===== src/rtl/ram1p1rwbe_ctrl_pkg.sv =====
// ram1p1rwbe_ctrl_pkg: shared types and limits for the single-port byte-write SRAM controller
package ram1p1rwbe_ctrl_pkg;
  typedef enum logic {INIT, RUN} state_t;
  localparam int MAX_OUTSTANDING = 3;
  localparam int RSP_DEPTH = 2;
endpackage


===== src/rtl/ram1p1rwbe_ctrl_if.sv =====
// ram1p1rwbe_ctrl_if: request/response stream plus SRAM macro pins
interface ram1p1rwbe_ctrl_if #(parameter int DEPTH = 64, parameter int WIDTH = 128);
  localparam int AW = $clog2(DEPTH);
  logic ReqValid, ReqReady, ReqWrite;
  logic [AW-1:0] ReqAdr;
  logic [WIDTH-1:0] ReqData;
  logic [WIDTH/8-1:0] ReqByteEn;
  logic RspValid, RspReady, InitDone;
  logic [WIDTH-1:0] RspData;
  logic CEB, WEB;
  logic [AW-1:0] A;
  logic [WIDTH-1:0] D, BWEB, Q;
  modport master(output ReqValid, ReqWrite, ReqAdr, ReqData, ReqByteEn, RspReady, Q,
                 input ReqReady, RspValid, RspData, InitDone, CEB, WEB, A, D, BWEB);
  modport slave(input ReqValid, ReqWrite, ReqAdr, ReqData, ReqByteEn, RspReady, Q,
                output ReqReady, RspValid, RspData, InitDone, CEB, WEB, A, D, BWEB);
endinterface


===== src/rtl/rsp_fifo2.sv =====
// rsp_fifo2: two-entry in-order response buffer; push and pop may coincide even when full
module rsp_fifo2 import ram1p1rwbe_ctrl_pkg::*; #(parameter int WIDTH = 128) (
  input  logic             clk,
  input  logic             rst,
  input  logic             push,
  input  logic             pop,
  input  logic [WIDTH-1:0] din,
  output logic [WIDTH-1:0] dout,
  output logic             full,
  output logic             empty
);
  logic [WIDTH-1:0] mem [RSP_DEPTH];
  logic wr_ptr, rd_ptr;
  logic [1:0] cnt;
  always_ff @(posedge clk or posedge rst)
    if (rst) begin
      mem[0] <= '0;
      mem[1] <= '0;
      wr_ptr <= 1'b0;
      rd_ptr <= 1'b0;
      cnt <= '0;
    end else begin
      if (push) mem[wr_ptr] <= din;
      wr_ptr <= wr_ptr ^ push;
      rd_ptr <= rd_ptr ^ pop;
      cnt <= cnt + 2'(push) - 2'(pop);
    end
  assign dout = mem[rd_ptr];
  assign full = cnt == 2'(RSP_DEPTH);
  assign empty = cnt == 2'd0;
endmodule


===== src/rtl/ram1p1rwbe_ctrl.sv =====
// ram1p1rwbe_ctrl: drives a 1-cycle-latency byte-write SRAM macro from a valid/ready stream,
// buffering read data with backpressure and optionally zero-filling the array after reset.
module ram1p1rwbe_ctrl import ram1p1rwbe_ctrl_pkg::*; #(
  parameter int DEPTH = 64,
  parameter int WIDTH = 128,
  parameter bit CLEAR_ON_RESET = 1'b1
) (
  input logic clk,
  input logic reset,
  ram1p1rwbe_ctrl_if.slave bus
);
  localparam int AW = $clog2(DEPTH);
  state_t state, state_nx;
  logic [AW-1:0] clr_adr;
  logic [1:0] count;
  logic init_done, rd_pend, skid_v, clearing, accept, wr, rd, pop, push, full, empty;
  logic [WIDTH-1:0] skid, din;
  always_ff @(posedge clk or posedge reset)
    if (reset) begin
      state <= CLEAR_ON_RESET ? INIT : RUN;
      clr_adr <= '0;
      count <= '0;
      init_done <= 1'b0;
      rd_pend <= 1'b0;
      skid_v <= 1'b0;
      skid <= '0;
    end else begin
      state <= state_nx;
      clr_adr <= clr_adr + AW'(state == INIT);
      count <= count + 2'(rd) - 2'(pop);
      init_done <= state_nx == RUN;
      rd_pend <= rd;
      skid_v <= skid_v ? !pop : rd_pend && full && !pop;
      if (rd_pend && full && !pop) skid <= bus.Q;
    end
  // Three outstanding reads can all land while the consumer stalls; the third waits in skid.
  // A full skid implies count==3, so it never coincides with a fresh read return.
  always_comb begin
    state_nx = (state == INIT && clr_adr == AW'(DEPTH - 1)) ? RUN : state;
    clearing = state == INIT && !reset;
    bus.ReqReady = init_done && state == RUN && count < 2'(MAX_OUTSTANDING);
    accept = bus.ReqValid && bus.ReqReady;
    wr = accept && bus.ReqWrite;
    rd = accept && !bus.ReqWrite;
    bus.CEB = !(clearing || accept);
    bus.WEB = !(clearing || wr);
    bus.A = clearing ? clr_adr : init_done ? bus.ReqAdr : '0;
    bus.D = (clearing || !init_done) ? '0 : bus.ReqData;
    for (int i = 0; i < WIDTH / 8; i++)
      bus.BWEB[i*8 +: 8] = {8{!(clearing || (wr && bus.ReqByteEn[i]))}};
    pop = bus.RspValid && bus.RspReady;
    push = skid_v ? pop : rd_pend && (!full || pop);
    din = skid_v ? skid : bus.Q;
  end
  assign bus.RspValid = !empty;
  assign bus.InitDone = init_done;
  rsp_fifo2 #(.WIDTH(WIDTH)) u_fifo (
    .clk(clk), .rst(reset), .push(push), .pop(pop), .din(din),
    .dout(bus.RspData), .full(full), .empty(empty)
  );
endmodule


===== src/flat_wrapper.sv =====
// flat-port wrapper written by rule: the top's interface ports become plain ports
module ram1p1rwbe_ctrl_flat import ram1p1rwbe_ctrl_pkg::*;
#(
  parameter int DEPTH = 64,
  parameter int WIDTH = 128,
  parameter bit CLEAR_ON_RESET = 1'b1
)
  (clk, reset, bus_ReqValid, bus_ReqWrite, bus_ReqAdr, bus_ReqData, bus_ReqByteEn, bus_RspReady, bus_Q, bus_ReqReady, bus_RspValid, bus_RspData, bus_InitDone, bus_CEB, bus_WEB, bus_A, bus_D, bus_BWEB);
  ram1p1rwbe_ctrl_if #(.DEPTH(DEPTH), .WIDTH(WIDTH)) bus_i ();
  input logic clk;
  input logic reset;
  input wire logic [$bits(bus_i.ReqValid)-1:0] bus_ReqValid;
  input wire logic [$bits(bus_i.ReqWrite)-1:0] bus_ReqWrite;
  input wire logic [$bits(bus_i.ReqAdr)-1:0] bus_ReqAdr;
  input wire logic [$bits(bus_i.ReqData)-1:0] bus_ReqData;
  input wire logic [$bits(bus_i.ReqByteEn)-1:0] bus_ReqByteEn;
  input wire logic [$bits(bus_i.RspReady)-1:0] bus_RspReady;
  input wire logic [$bits(bus_i.Q)-1:0] bus_Q;
  output wire logic [$bits(bus_i.ReqReady)-1:0] bus_ReqReady;
  output wire logic [$bits(bus_i.RspValid)-1:0] bus_RspValid;
  output wire logic [$bits(bus_i.RspData)-1:0] bus_RspData;
  output wire logic [$bits(bus_i.InitDone)-1:0] bus_InitDone;
  output wire logic [$bits(bus_i.CEB)-1:0] bus_CEB;
  output wire logic [$bits(bus_i.WEB)-1:0] bus_WEB;
  output wire logic [$bits(bus_i.A)-1:0] bus_A;
  output wire logic [$bits(bus_i.D)-1:0] bus_D;
  output wire logic [$bits(bus_i.BWEB)-1:0] bus_BWEB;
  assign bus_i.ReqValid = bus_ReqValid;
  assign bus_i.ReqWrite = bus_ReqWrite;
  assign bus_i.ReqAdr = bus_ReqAdr;
  assign bus_i.ReqData = bus_ReqData;
  assign bus_i.ReqByteEn = bus_ReqByteEn;
  assign bus_i.RspReady = bus_RspReady;
  assign bus_i.Q = bus_Q;
  assign bus_ReqReady = bus_i.ReqReady;
  assign bus_RspValid = bus_i.RspValid;
  assign bus_RspData = bus_i.RspData;
  assign bus_InitDone = bus_i.InitDone;
  assign bus_CEB = bus_i.CEB;
  assign bus_WEB = bus_i.WEB;
  assign bus_A = bus_i.A;
  assign bus_D = bus_i.D;
  assign bus_BWEB = bus_i.BWEB;
  ram1p1rwbe_ctrl #(.DEPTH(DEPTH), .WIDTH(WIDTH), .CLEAR_ON_RESET(CLEAR_ON_RESET)) u_core (.clk(clk), .reset(reset), .bus(bus_i));
endmodule

===== config.mk =====
export PLATFORM = sky130hd
export DESIGN_NAME = ram1p1rwbe_ctrl_flat
export DESIGN_NICKNAME = d
export VERILOG_FILES = /design/src/rtl/ram1p1rwbe_ctrl_pkg.sv /design/src/rtl/ram1p1rwbe_ctrl_if.sv /design/src/rtl/rsp_fifo2.sv /design/src/rtl/ram1p1rwbe_ctrl.sv /design/src/flat_wrapper.sv
export SDC_FILE = /design/constraint.sdc
export NUM_CORES = 1
export LEC_CHECK = 0
export CAP_MARGIN = 0
export CORE_MARGIN = 10
export CORE_UTILIZATION = 30
export CTS_CLUSTER_SIZE = 12
export DETAILED_ROUTE_END_ITERATION = 10
export PLACE_DENSITY = 0.56
export SLEW_MARGIN = 20
export SYNTH_ARGS = -nofsm -noshare
export SYNTH_HDL_FRONTEND = slang
export SYNTH_SLANG_ARGS = --single-unit

===== constraint.sdc =====
create_clock -name clk -period 18.31 [get_ports clk]
set_input_delay 3.662 -clock clk [delete_from_list [all_inputs] [get_ports clk]]
set_output_delay 3.662 -clock clk [all_outputs]
set_load 0.05 [all_outputs]

==> metrics.md, run 1 <==
| Metric | Value |
|---|---|
| Status | `finished, final reports clean` |
| Worst-path fanout max | `17` |
| CTS Sinks | `399` |
| DRC errors left | `0` |
| CTS tree | `done` |
| Final setup viols | `0` |
| FMAX | `0.0994 GHz` |
| Antenna-violating nets left | `0` |
| Largest family of logic cells by synthesized area | `multiplexers` |
| GPL Wtd Cong | `1.27` |
| Vias per cell | `4.78` |
| Power share of the sequential group | `45.3%` |
| GR Util met2 | `32.2%` |
| Crit. End Element | `output port` |
| Pwr Density | `71.8 mW/mm^2` |
| Maxcap violations | `0` |
| HP Class | `register to register` |
| DIE WIDTH | `272 um` |
| Min cycle time layout | `10.06 ns` |
| Clk_skew | `0.0213 ns` |
| Tot GR Track Use | `20.3%` |
| Hold Buf Count CTS | `0` |
| Internal power | `1480 uW` |
| Comb power frac | `10.0%` |
| FF-to-FF setup slack | `13.98 ns` |
| Nets | `2533` |
| Netlist cell types | `26` |
| Compound-Gate Fraction of Synth Area | `7.56%` |
| Register area share after synthesis | `52.3%` |
| H-tree levels | `2` |
| Cell Area, Synth | `0.0191 sq mm` |
| FF-to-FF path depth | `6` |
| Met1 Resource Use GR | `24.4%` |
| R2R Path Start | `u_core.skid_v` |
| Top Usage Layer GRT | `met2` |
| CTS max path bufs | `3` |
| Gate count after technology mapping | `1729` |
| Clk root buf | `clkbuf_16` |
| Syn. warnings | `0` |
| Post-synthesis simple-gate area fraction | `9.83%` |
| I/O Buffers | `677` |
| Detailed-route wire length | `78.1 mm` |
| Crit path DAT | `6.40 ns` |
| Core ar. | `0.0631 sq mm` |
| Avg WL per Cell | `25.0 um` |
| Static leakage | `0.0119 uW` |
| Crit path launch type | `input port` |
| Flops & latches, synth | `399` |
| Yosys top cell area share | `52.3%` |
| Net Sw Power | `467 uW` |
| P&R area growth vs syn | `42.2%` |
| Critical path endpoint | `bus_BWEB[59]` |
| CP Class | `input port to output port` |
| Share of layout cells above drive strength 1 | `15.1%` |
| CP required | `14.65 ns` |
| FFs w/ async S/R, synth | `100%` |
| Fin. max-slew vios | `0` |
| Die Y | `272 um` |
| Cell taking the most area after synthesis | `dfrtp_1` |
| Cts repair resizes | `0` |
| Setup Fix Bufs, Post-CTS | `0` |
| Worst skew pair latency | `0.57 ns` |
| Crit. Startpoint | `bus_ReqValid` |
| Least-Margin Pin Slew | `1.06 ns` |
| Sw Ratio | `23.9%` |
| Post-synthesis net count | `2020` |
| Vias in the first global route | `16000` |
| Met3 Use GR | `9.94%` |
| Slew headroom | `29.1%` |
| Top cells by count, synth | `dfrtp_1, a21oi_1, nor2_1` |
| First drt pass iteration count | `5` |
| Remaining global-route overflow | `0` |
| IO Pins | `678` |
| RSZ-0062 raised after global routing | `false` |
| Mean Syn Cell Area | `11.0 sq um` |
| DRC marker count from the first detailed-route iteration | `1053` |
| Initial antenna violation count | `26` |
| Fin util | `43.0%` |
| Count leader, synth | `dfrtp_1` |
| Setup TNS | `0 ns` |
| Die area | `0.0741 sq mm` |
| Num CTS Buffers | `45` |
| First-pass GRT wire length | `112 mm` |
| Initial Util | `30.3%` |
| Number of flops mapped to enable cells by yosys | `0` |
| Reg-to-Reg End | `u_core.u_fifo.mem[111]` |
| Fillers | `5970` |
| Row cnt | `92` |
| Hold Startpoint | `u_core.clr_adr[4]` |
| Clock Power Share | `44.8%` |
| CTS clk-pin slew, worst paths | `0.05 ns` |
| Pin count of the biggest net entering global routing | `138` |
| Synth Flop Type | `dfrtp_1` |
| HPWL Detailed | `58.4 mm` |
| Crit share post-route | `54.9%` |
| Synth area leaders | `dfrtp_1, mux2_2, a21oi_1` |
| Proportion of synthesized area in mux cells | `21.8%` |
| Via count | `14900` |
| Endpoints failing hold | `0` |
| Synth Area in XOR/XNOR | `0.413%` |
| Peak supply drop | `0.0000537 V` |
| Synth Area in Adders | `0.524%` |
## cells by family after synthesis
logic type / Yosys count
AOI/OAI and AO/OA: 284
xor gates and xnor gates: 9
adders and majority gates: 8
buffers and inverters: 237
DFF: 399
muxes: 384
and+or+nand+nor: 408
## power by group through the flow
stage	registers, uW	clock network [uW]	logic [uW]
CTS	882	903	196
floorplan	899	0	102
global placement	898	0	193
global route	881	939	206
detailed placement	898	0	195
finish	882	872	195
## critical path, cell delays in order
cell	delay (ns)
clkdlybuf4s50_1	0.47
and3_1	0.46
a21oi_1	0.82
clkdlybuf4s50_1	0.96
## worst min path at each step
stage	end	slack (ns)	depth (start not counted)
detailed placement	u_core.clr_adr[4]	0.49	1
finish	u_core.clr_adr[4]	0.50	1
floorplan	u_core.clr_adr[4]	0.46	1
CTS	u_core.clr_adr[4]	0.50	1
global route	u_core.skid[69]	0.51	1
global placement	u_core.clr_adr[4]	0.49	1
## per-stage QoR
| step | instances | total power (uW) | instance area [sq um] | hold WS [ns] | setup slack (ns) |
|---|---|---|---|---|---|
| final | 3122 | 1950 | 27100 | 0.501 | 8.25 |
| after floorplan | 1729 | 1000 | 19100 | 0.460 | 3.55 |
| after global placement | 3040 | 1090 | 25700 | 0.487 | 8.19 |
| after CTS | 3117 | 1980 | 27100 | 0.504 | 8.16 |
| after global routing | 3121 | 2030 | 27100 | 0.514 | 8.11 |
| after detailed placement | 3040 | 1090 | 25700 | 0.492 | 8.17 |
## layout by cell type (no fill, tap or decap), types with 4 or more instances in the layout
cell type and count:
xnor2_1 8, buf_4 17, dfrtp_1 396, clkdlybuf4s50_1 677, nand2_1 12, inv_1 7
diode_2 4, clkbuf_16 46, clkbuf_1 18, o21ai_0 6, and2_1 128, mux2_2 256
a21oi_1 273, clkbuf_8 7, ha_1 6, mux2i_1 128, nor2_1 258
## metal layers
layer | wire length, um | part of all wire (%)
met1 | 31600 | 40
met2 | 36100 | 46
met3 | 8690 | 11
met4 | 1510 | 1.9
met5 | 227 | 0.29
## layout make-up
type                    count  area, sq um  area share, %
diodes                      4         10.0         0.0369
clock buffers              71         1320           4.85
clock inverters             6         93.8          0.346
inverters                   8         37.5          0.138
multi-input cells        1093         7700           28.4
flip-flops and latches    399        10000           36.8
well taps                 846         1060           3.90
repair buffers            695         6930           25.5
## state kept, by name, indices dropped and copies added (netlist names)
name / flops
u_core.skid: 128
u_core.u_fifo.rd_ptr: 1
u_core.u_fifo.mem: 256
u_core.state: 1
u_core.skid_v: 1
u_core.u_fifo.cnt: 2
u_core.count: 2
u_core.clr_adr: 6
u_core.rd_pend: 1
u_core.u_fifo.wr_ptr: 1
Power figures use the tool's default switching activity.
==> run 2: changes to the inputs <==
- clock period: 18.31 -> 9.3 ns (I/O delays scaled with it)
==> run 2 against run 1 <==
  * First-iteration DRC count decreased by 20%
  * Worst hold slack improved by 0.0038 ns
  * Setup slack got worse by 5.4 ns
  * Critical endpoint is now bus_BWEB[22]
==> metrics.md, run 2 (same netlist as run 1, synthesis figures left out) <==
| Metric | Value |
|---|---|
| Nets | `2531 (-0.079%)` |
| Core ar. | `0.0631 sq mm (unchanged)` |
| Detailed-route wire length | `85.1 mm (+8.9%)` |
| Min cycle time layout | `6.49 ns` |
| Crit path launch type | `input port` |
| CTS clk-pin slew, worst paths | `0.05 ns (about the same)` |
| Worst Hold End | `u_core.skid[8]` |
| HPWL Detailed | `64.7 mm (+11%)` |
| CTS tree | `done` |
| Crit. End Element | `output port` |
| Pin count of the biggest net entering global routing | `174 (+26%)` |
| IO Pins | `678 (unchanged)` |
| Routed length on met1 | `35.4 mm (+12%)` |
| DR WL met2 | `41.6 mm (+15%)` |
| Tot GR Track Use | `22.1% (+1.8 points)` |
| RSZ-0062 raised after global routing | `false` |
| Hold path depth | `1 (unchanged)` |
| Initial antenna violation count | `34 (+31%)` |
| I/O Buffers | `677 (unchanged)` |
| Via count | `14900 (-0.16%)` |
| Crit path DAT | `4.63 ns (-1.77 ns)` |
| H-tree levels | `2 (unchanged)` |
| CP Class | `input port to output port` |
| R2R Path Start | `u_core.skid_v` |
| Biggest register | `u_core.u_fifo.mem` |
| Setup Fix Bufs, Post-CTS | `0 (unchanged)` |
| Die area | `0.0741 sq mm (unchanged)` |
| Pwr Density | `143 mW/mm^2 (+99%)` |
| Fin. max-slew vios | `0 (unchanged)` |
| Commonest non-fill, non-tap cells in the layout | `clkdlybuf4s50_1, dfrtp_1, a21oi_1, nor2_1, mux2_2` |
| Status | `finished, final reports clean` |
| Clk root buf | `clkbuf_16` |
| Commonest non-fill, non-tap cell in the layout | `clkdlybuf4s50_1` |
| Vias per cell | `4.76 (-0.45%)` |
| Share of layout cells above drive strength 1 | `15.4% (+0.31 points)` |
| P&R area growth vs syn | `42.5%` |
| Fillers | `6013 (+0.72%)` |
| First drt pass iteration count | `5 (unchanged)` |
| Max Used Layer | `met5` |
| Vias in the first global route | `15500 (-2.8%)` |
| FMAX | `0.154 GHz` |
| Clk_skew | `0.0281 ns (+0.00676 ns)` |
| Least-Margin Pin Slew | `1.15 ns (+0.0865 ns)` |
| Row cnt | `92 (unchanged)` |
| Remaining global-route overflow | `0 (unchanged)` |
| FF-to-FF path depth | `5 (-1)` |
| WL met3 | `6.81 mm (-22%)` |
| DRC errors left | `0 (unchanged)` |
| Maxcap violations | `0 (unchanged)` |
| GPL Wtd Cong | `1.00 (-21%)` |
| Cts repair resizes | `0 (unchanged)` |
| Antenna-violating nets left | `0 (unchanged)` |
| Max FFs per register | `256 (unchanged)` |
| Placement Cell Area | `0.0257 sq mm (about the same)` |
| CTS Sinks | `399 (unchanged)` |
| Peak supply drop | `0.0000985 V (+83%)` |
| Initial Util | `30.3% (unchanged)` |
| Setup TNS | `0 ns (unchanged)` |
| DIE WIDTH | `272 um (unchanged)` |
| Die Y | `272 um (unchanged)` |
| First-pass GRT wire length | `118 mm (+5.7%)` |
| Hold Startpoint | `u_core.skid[8]` |
| Slew headroom | `23.3% (-5.8 points)` |
| CTS max path bufs | `3 (unchanged)` |
| HP Class | `register to register` |
| Crit. Startpoint | `reset` |
| Power, Total | `3900 uW (+100%)` |
| Reg-to-Reg End | `u_core.u_fifo.mem[58]` |
| CP required | `7.44 ns (-7.21 ns)` |
| Endpoints failing hold | `0 (unchanged)` |
| Fin area | `0.0272 sq mm (+0.25%)` |
| Final setup viols | `0 (unchanged)` |
| DRC marker count from the first detailed-route iteration | `843 (-20%)` |
| Static leakage | `0.0120 uW (+0.26%)` |
| Num CTS Buffers | `46 (+2.2%)` |
| Crit share post-route | `69.8%` |
| FF-to-FF setup slack | `6.02 ns (-7.96 ns)` |
| Worst-path fanout max | `19 (+2)` |
| Worst skew pair latency | `0.59 ns (+0.02 ns)` |
| Top Registers | `u_core.u_fifo.mem: 256 flops, u_core.skid: 128 flops, u_core.clr_adr: 6 flops` |
| Hold Buf Count CTS | `0 (unchanged)` |
| Avg WL per Cell | `27.2 um (+8.6%)` |
[run 2: cell types whose count changed in the layout (fill, tap and decap cells not counted), sizes merged]
cell	previous run	this run
clkbuf	71	70
bufinv	2	1
buf	18	15
clkinv	3	8
diode	4	13
[run 2: final cells by class]
cell class	count	area, sq um	share of cell area (%)
diodes	13	32.5	0.120
multi-input cells	1093	7700	28.3
clock inverters	10	105	0.386
inverters	8	33.8	0.124
clock buffers	70	1370	5.04
well taps	846	1060	3.89
flip-flops and latches	399	10000	36.7
repair buffers	692	6910	25.4
[run 2: report_power, final]
group | internal [uW] | switching (uW)
registers | 1740 | 0
clock network | 1040 | 727
logic | 164 | 226
total | 2940 | 952
[run 2: stage by stage]
stage               cells  hold slack (ns)  setup slack, ns  utilization (%)
finish               3131            0.504             2.81             43.1
global placement     3038            0.489             2.81             40.7
detailed placement   3038            0.495             2.79             40.7
CTS                  3118            0.508             2.78             43.1
floorplan            1729            0.460             2.07                -
global route         3125            0.513             2.69             43.1
[run 2: critical path, cell delays in order]
cell	delay [ns]
clkdlybuf4s50_1	0.78
nor2_2	0.05
buf_4	0.23
a21oi_1	0.72
clkdlybuf4s50_1	0.96
[run 2: per-layer routing]
layer / vias up / global-route usage, %
met4: 6 / 4.90
met5: - / 0
met3: 91 / 7.34
met1: 7457 / 27.1
li1: 6808 / -
met2: 533 / 36.9
[run 2: worst max path at each step]
stage / end / slack (ns)
2_1_floorplan: u_core.clr_adr[0] / 2.07
3_3_place_gp: bus_BWEB[12] / 2.81
3_5_place_dp: bus_BWEB[12] / 2.79
4_1_cts: bus_BWEB[12] / 2.78
5_1_grt: bus_BWEB[14] / 2.69
6_report: bus_BWEB[22] / 2.81
==> run 3: changes to the inputs <==
- PLACE_DENSITY: 0.56 -> 0.58
- clock period: 9.3 -> 5.3 ns (I/O delays scaled with it)
==> run 3 against run 2 <==
  * Critical path depth down 1
  * Final cell count up 0.48%
  * Routed wire length down 0.32%
  * Design area up 0.87%
  * First-iteration DRC count down 0.24%
  * Sequential share of layout area down 0.32 points
  * Sequential cell count unchanged
  * Die area unchanged
  * Critical path type unchanged
  * Critical endpoint is now bus_BWEB[89]
==> metrics.md, run 3 (same netlist as run 1, synthesis figures left out) <==
| Metric | Value |
|---|---|
| Status | `finished, final reports clean` |
| Clk_skew | `0.0220 ns (-0.00605 ns)` |
| Clk root buf | `clkbuf_16` |
| DRC errors left | `0 (unchanged)` |
| CP required | `4.24 ns (-3.20 ns)` |
| CP Class | `input port to output port` |
| HPWL Detailed | `64.8 mm (+0.14%)` |
| Worst-path fanout max | `17 (-2)` |
| Min cycle time layout | `4.79 ns` |
| CTS tree | `done` |
| Crit share post-route | `90.5%` |
| Avg WL per Cell | `27.0 um (-0.80%)` |
| RSZ-0062 raised after global routing | `false` |
| DRC marker count from the first detailed-route iteration | `841 (-0.24%)` |
| Row cnt | `92 (unchanged)` |
| Post-Place Cells | `3048 (+0.33%)` |
| I/O Buffers | `677 (unchanged)` |
| GPL Wtd Cong | `0.956 (-4.8%)` |
| Static leakage | `0.0121 uW (+1.3%)` |
| Pwr Density | `257 mW/mm^2 (+80%)` |
| Die area | `0.0741 sq mm (unchanged)` |
| Max FFs per register | `256 (unchanged)` |
| HP Class | `register to register` |
| Cts repair resizes | `0 (unchanged)` |
| Crit path DAT | `3.73 ns (-0.90 ns)` |
| Setup Fix Bufs, Post-CTS | `0 (unchanged)` |
| Least-Margin Pin Slew | `1.09 ns (-0.0575 ns)` |
| H-tree levels | `2 (unchanged)` |
| DIE WIDTH | `272 um (unchanged)` |
| Area of the multi-input gates | `0.00770 sq mm (unchanged)` |
| IO Pins | `678 (unchanged)` |
| CTS max path bufs | `3 (unchanged)` |
| Final setup viols | `0 (unchanged)` |
| Crit path launch type | `input port` |
| Antenna-violating nets left | `0 (unchanged)` |
| Tot GR Track Use | `22.1% (about the same)` |
| Top Registers | `u_core.u_fifo.mem: 256 flops, u_core.skid: 128 flops, u_core.clr_adr: 6 flops` |
| Fillers | `5943 (-1.2%)` |
| FMAX | `0.209 GHz` |
| Pin count of the biggest net entering global routing | `139 (-20%)` |
| Commonest non-fill, non-tap cell in the layout | `clkdlybuf4s50_1` |
| Crit-path most repeated cell | `clkdlybuf4s50_1` |
| Vias in the first global route | `15700 (+1.0%)` |
| Endpoints failing hold | `0 (unchanged)` |
| Worst path cell trace | `clkdlybuf4s50_1 > and3_1 > a21oi_1 > clkdlybuf4s50_1` |
| Hold Buf Count CTS | `0 (unchanged)` |
| Via count | `14900 (+0.16%)` |
| Slowest CP cell | `clkdlybuf4s50_1` |
| First-pass GRT wire length | `119 mm (+0.60%)` |
| Fin. max-slew vios | `0 (unchanged)` |
| Commonest non-fill, non-tap cells in the layout | `clkdlybuf4s50_1, dfrtp_1, a21oi_1, nor2_1, mux2_2` |
| Vias per cell | `4.74 (-0.32%)` |
| Peak supply drop | `0.000210 V (+110%)` |
| P&R area growth vs syn | `43.8%` |
| Worst path max stage delay | `0.96 ns (about the same)` |
| Nets | `2541 (+0.40%)` |
| Remaining global-route overflow | `0 (unchanged)` |
| Worst skew pair latency | `0.59 ns (about the same)` |
| Die Y | `272 um (unchanged)` |
| Num CTS Buffers | `46 (unchanged)` |
| Power, Total | `7060 uW (+81%)` |
| First drt pass iteration count | `5 (unchanged)` |
| Core ar. | `0.0631 sq mm (unchanged)` |
| Crit. End Element | `output port` |
| Slew headroom | `27.2% (+3.8 points)` |
| CTS Sinks | `399 (unchanged)` |
| Detailed-route wire length | `84.8 mm (-0.32%)` |
| Non-Filler Instances | `3146 (+0.48%)` |
| Maxcap violations | `0 (unchanged)` |
| Hold Slack | `0.504 ns (-0.000800 ns)` |
| CTS clk-pin slew, worst paths | `0.05 ns (about the same)` |
| Share of layout cells above drive strength 1 | `17.1% (+1.7 points)` |
| Biggest register | `u_core.u_fifo.mem` |
| Initial antenna violation count | `26 (-24%)` |
| Register area | `0.0100 sq mm (unchanged)` |
| Initial Util | `30.3% (unchanged)` |
-- run 3: worst max-delay path, delay by kind of cell --
family	cells	cell delay, ns
buffers and inverters	2	1.40
AOI/OAI and AO/OA	1	0.81
and+or+nand+nor	1	0.45
-- run 3: cell type report --
cell class,count,share of cell area [%]
sequential,399,36.4
clock buffer,71,5.05
multi-input combinational,1093,28.0
inverter,8,0.123
timing repair buffer,702,25.6
clock inverter,14,0.802
antenna,13,0.119
tap,846,3.86
-- run 3: path summary, 6_finish.rpt --
| path | from | end | slack [ns] | cells after the start |
|---|---|---|---|---|
| worst min-delay path | u_core.skid[86] | u_core.skid[86] | 0.50 | 1 |
| worst max-delay path | bus_ReqValid | bus_BWEB[89] | 0.51 | 4 |
| min in group asynchronous | reset | u_core.clr_adr[4] | 1.15 | 2 |
| max in group asynchronous | reset | u_core.u_fifo.mem[154] | 2.93 | 3 |
| worst max register to register | u_core.skid_v | u_core.u_fifo.mem[102] | 2.61 | 5 |
| worst min register to register | u_core.skid[86] | u_core.skid[86] | 0.50 | 1 |
-- run 3: where the power goes --
group | switching [uW] | internal (uW) | leakage [uW]
clock | 1290 | 2050 | 0.000789
combinational | 381 | 287 | 0.00578
sequential | 0 | 3050 | 0.00555
-- run 3: stage by stage --
| stage | setup slack (ns) | instance area (sq um) | setup TNS, ns | util, % |
|---|---|---|---|---|
| detailed placement | 0.461 | 25800 | 0 | 40.9 |
| floorplan | -1.13 | 19100 | -451.58 | - |
| finish | 0.505 | 27400 | 0 | 43.5 |
| CTS | 0.445 | 27400 | 0 | 43.5 |
| global placement | 0.503 | 25800 | 0 | 40.9 |
| global route | 0.380 | 27400 | 0 | 43.5 |
-- run 3: per-layer routing --
layer  part of all wire (%)  global-route usage [%]  up-vias
met1                     42                    27.6     7496
li1                       -                       -     6818
met3                    7.9                    7.47       93
met4                    2.0                    5.61        2
met2                     48                    36.0      510
met5                  0.015                       0        -
